===== config.mk =====
export PLATFORM = sky130hd
export DESIGN_NAME = pipe_stage_ctrl
export DESIGN_NICKNAME = d
export VERILOG_FILES = /design/src/rtl/pipe_stage_ctrl.sv
export SDC_FILE = /design/constraint.sdc
export NUM_CORES = 1
export LEC_CHECK = 0
export CORE_UTILIZATION = 50
export CTS_CLUSTER_DIAMETER = 50
export DETAILED_ROUTE_END_ITERATION = 10
export GPL_TIMING_DRIVEN = 0
export PLACE_DENSITY = 0.81
export SLEW_MARGIN = 40
export SYNTH_ARGS = -nofsm -noshare
export SYNTH_HDL_FRONTEND = slang
export SYNTH_SLANG_ARGS = --single-unit

===== constraint.sdc =====
create_clock -name clk -period 2.32 [get_ports clk]
set_input_delay 0.58 -clock clk [delete_from_list [all_inputs] [get_ports clk]]
set_output_delay 0.58 -clock clk [all_outputs]
set_load 0.02 [all_outputs]

===== src/rtl/pipe_stage_ctrl.sv =====
// Valid/ready controller for one pipeline stage with a main bank and a skid bank.
// Handles flush squash and keeps a saturating count of downstream stall cycles.
module pipe_stage_ctrl #(
  parameter int unsigned LENGTH = 223,
  parameter int unsigned CNT_W  = 16
) (
  input  logic              clk,
  input  logic              reset,
  input  logic              flush,
  input  logic              in_valid,
  output logic              in_ready,
  input  logic [LENGTH-1:0] in_data,
  output logic              out_valid,
  input  logic              out_ready,
  output logic [LENGTH-1:0] out_data,
  output logic [1:0]        occupancy,
  output logic [CNT_W-1:0]  stall_cycles
);

  typedef enum logic [1:0] {
    StEmpty = 2'd0,
    StOne   = 2'd1,
    StTwo   = 2'd2
  } state_e;

  state_e              state_q, state_d;
  logic [LENGTH-1:0]   main_q, main_d;
  logic [LENGTH-1:0]   skid_q, skid_d;
  logic [CNT_W-1:0]    stall_q, stall_d;
  logic                main_en, skid_en;
  logic                in_fire, out_fire;

  assign in_fire  = in_valid & in_ready;
  assign out_fire = out_valid & out_ready;

  // State register and data banks.
  always_ff @(posedge clk) begin
    if (reset) begin
      state_q <= StEmpty;
      main_q  <= '0;
      skid_q  <= '0;
      stall_q <= '0;
    end else begin
      state_q <= state_d;
      main_q  <= main_d;
      skid_q  <= skid_d;
      stall_q <= stall_d;
    end
  end

  // Next-state and bank-enable logic.
  always_comb begin
    state_d = state_q;
    main_en = 1'b0;
    skid_en = 1'b0;
    unique case (state_q)
      StEmpty: begin
        if (in_fire) begin
          main_en = 1'b1;
          state_d = StOne;
        end
      end
      StOne: begin
        if (in_fire && out_fire) begin
          main_en = 1'b1;
        end else if (in_fire) begin
          skid_en = 1'b1;
          state_d = StTwo;
        end else if (out_fire) begin
          state_d = StEmpty;
        end
      end
      StTwo: begin
        if (out_fire) begin
          main_en = 1'b1;
          state_d = StOne;
        end
      end
      default: state_d = StEmpty;
    endcase
    // Flush drops validity only; bank contents are left as they were.
    if (flush) begin
      state_d = StEmpty;
      main_en = 1'b0;
      skid_en = 1'b0;
    end
  end

  always_comb begin
    main_d = main_q;
    skid_d = skid_q;
    if (main_en) main_d = (state_q == StTwo) ? skid_q : in_data;
    if (skid_en) skid_d = in_data;
  end

  always_comb begin
    stall_d = stall_q;
    if (out_valid && !out_ready && (stall_q != {CNT_W{1'b1}})) stall_d = stall_q + 1'b1;
  end

  // Outputs depend on registered state only.
  always_comb begin
    out_valid    = (state_q != StEmpty);
    in_ready     = (state_q != StTwo);
    occupancy    = state_q;
    out_data     = main_q;
    stall_cycles = stall_q;
  end

endmodule


==> impl_metrics.tcl <==
set metrics [dict create \
    status "completed" \
    arrival_time_of_data_at_the_critical_path_endpoint_ns 1.69 \
    synth.yosys.seq_area_share 0.490 \
    post_route_cells_drive_above_1_share 0.0668 \
    cp_num_buf_inv 1 \
    yosys.cell_types.count 43 \
    critical_path_required_ns 1.74 \
    cts_max_level 2 \
    met1_use_gr 0.401 \
    post-route-period-util 0.981 \
    die_height_um 197 \
    ctsRootBufferMaster "clkbuf_16" \
    power.sequential.fraction 0.447 \
    hold_ws_ns 0.452 \
    power.total_mw 19.0 \
    core_area_um2 37000 \
    crit_path_max_fanout 7 \
    worst_slew_margin_rel 0.404 \
    top_usage_layer "met2" \
    critPathTopFamily "buffers and inverters" \
    crit_path_cell_trace "clkdlybuf4s50_1" \
    first_global_vias 17900 \
    clock_insertion_delay_worst_skew_ns 0.58 \
    finalNetCount 2871 \
    syn_to_layout_area_delta_pct 37.1 \
    net-switching-power_mw 4.98 \
    setup_viol 0 \
    timing.critical_path.slowest_cell_delay_ns 0.65 \
    top_level_ports 471 \
    pwr-share-comb 0.142 \
    wire_per_inst_um 20.4 \
    initial_core_util 0.513 \
    routed_via_density 5.82 \
    vdd.ir_drop.worst_uv 572 \
    number_of_synthesized_register_bits 464 \
    worstSetupEndpointType "output pin" \
    cts.clk_slew.worst_paths_ns 0.06 \
    start_kind "register" \
    static_leakage_nw 10.3 \
    net_count_after_synthesis 2347 \
    syn_inst 2118 \
    power.internal_mw 14.0 \
    detailedRoute.firstPassIterationCount 6 \
    mostFrequentLayoutCells "clkdlybuf4s50_1 (463), dfxtp_1 (463), a21oi_1 (458), nand2_1 (449), mux2i_1 (225)" \
    grt_antenna_before_repair 16 \
    grt_pass1_wl_mm 99.0 \
    grt_start_max_net_pins 20 \
    cts_max_path_buffers 3 \
    slew_at_the_pin_with_the_worst_max_slew_slack_ns 0.894 \
    cts-buffers-inserted 50 \
    die_area_um2 38700 \
    total_via_count_after_detailed_routing 18600 \
    path_class "register to output pin" \
    worst_hold_path_type "register to register" \
    ys_warn_count 0 \
    cts.sinks 464 \
    syn_area_um2 19000 \
    overflow 0 \
    grt_util_met2 0.522 \
    place.gp.congestion 0.899 \
    die_x_um 197 \
    report.final.slew_viol_count 0 \
    core.rowCount 70 \
    power-per-cell-area_nw_per_um2 729 \
    dpl.cell_count 3091 \
    routed_wirelength_mm 65.0 \
    total_routing_usage_gr 0.326 \
    holdBufCountCts 0 \
    syn-mean-instance-area_um2 8.95 \
    timing.final.hold_violations 0 \
    postRouteAntennaNets 0 \
    finalNonFillerCells 3196 \
    upper_clock_frequency_limit_mhz 440 \
    fin_skew_ns 0.0234 \
    post-route-drc-count 0 \
    detail_route.iter0.violations 1299 \
    clkPwrFrac 0.411 \
    rsz0062_at_grt "yes" \
    maxCapViolCount 0 \
    globalRouteMet3Util 0.0835 \
    hpwlAfterDp_mm 47.1 \
    portBuffers 469 \
    cp_slowest_cell "clkdlybuf4s50_1" \
    cts_tree "built" \
    power_switching_share 0.263 \
    period_minus_slack_ns 2.27 \
]
-- synth_stat cells (all sizes together) --
master   instances  share of area
dfxtp          464           0.49
a21oi          458           0.12
nand2          449          0.089
mux2i          225           0.12
a311oi         223           0.10
clkbuf         146          0.030
buf             80          0.022
nand4            7         0.0026
o21ai            6         0.0018
o31ai            6         0.0024
or4              6         0.0024
nand3            5         0.0013
nor2             5        0.00099
or3              5         0.0016
inv              4        0.00079
nor2b            3         0.0011
a211oi           2        0.00079
and2             2        0.00066
and3             2        0.00066
and4             2        0.00092
nand2b           2        0.00066
nor3             2        0.00053
nor4             2        0.00066
or2              2        0.00066
a2111oi          1        0.00046
a31oi            1        0.00033
a41o             1        0.00053
ha               1        0.00066
nand3b           1        0.00040
o21ba            1        0.00053
o21bai           1        0.00040
o22a             1        0.00046
o41ai            1         0.0015
xor2             1        0.00046
-- worst paths after layout --
path / startpoint / to / slack [ns] / depth (start not counted)
worst min register to register: skid_q[135] / skid_q[135] / 0.45 / 2
worst max register to register: occupancy[1] / skid_q[140] / 0.15 / 8
worst min-delay path: skid_q[135] / skid_q[135] / 0.45 / 2
worst max-delay path: stall_cycles[8] / stall_cycles[8] / 0.05 / 1
-- metrics by stage --
stage | worst slack, ns | util | setup TNS (ns) | area [um^2]
after floorplan | 0.404 | - | 0 | 19000
after global placement | -0.646 | 0.657 | -196.95 | 24300
after detailed placement | -0.761 | 0.657 | -230.58 | 24300
after CTS | 0.00416 | 0.701 | 0 | 25900
after global routing | -0.0468 | 0.703 | -0.0827 | 26000
final | 0.0451 | 0.703 | 0 | 26000
-- tightest hold or removal path: cells and delay by family, from the launching register on --
family / cells / cell delay, ns
AOI/OAI and AO/OA: 1 / 0.05
and+or+nand+nor: 1 / 0.05
DFF: 1 / 0.30
-- flip-flops by register name, indices dropped and copies added, names as in the netlist --
signal	cells
stall_cycles	16
skid_q	223
out_data	223
occupancy	2
-- repair_timing --
action | in CTS | in global routing
setup endpoints to repair | 132 | 173
resized for setup | 15 | 18
setup buffers | 0 | 4
pin swaps | 0 | 0
-- cells by family after synthesis --
kind of cell / share of synthesized area
xor+xnor: 0.000462
flops: 0.490
mux: 0.119
buf+inv: 0.0531
compound gates: 0.233
simple gates: 0.104
fa+ha+maj: 0.000660
-- power groups by stage --
stage               clock, mW  combinational, mW  sequential (mW)
finish                   7.79               2.70             8.48
global route             8.18               2.86             8.50
CTS                      7.85               2.68             8.47
detailed placement          0               2.66             8.64
global placement            0               2.60             8.63
floorplan                   0              0.931             8.95
-- area by class of cell --
cell class / count / area, um^2
Sequential cell: 464 / 9290
Inverter: 4 / 15.0
Buffer: 225 / 1020
Clock inverter: 19 / 154
Tap cell: 504 / 631
Multi-Input combinational cell: 1424 / 8670
Timing Repair Buffer: 473 / 4730
Fill cell: 2865 / 11000
Clock buffer: 71 / 1450
Antenna cell: 12 / 30.0
-- routing by layer --
metal,routed length [um],up-vias
li1,-,8757
met1,25800,8842
met2,30300,804
met3,5560,198
met4,3360,6
met5,43,-
Power figures use the tool's default switching activity.
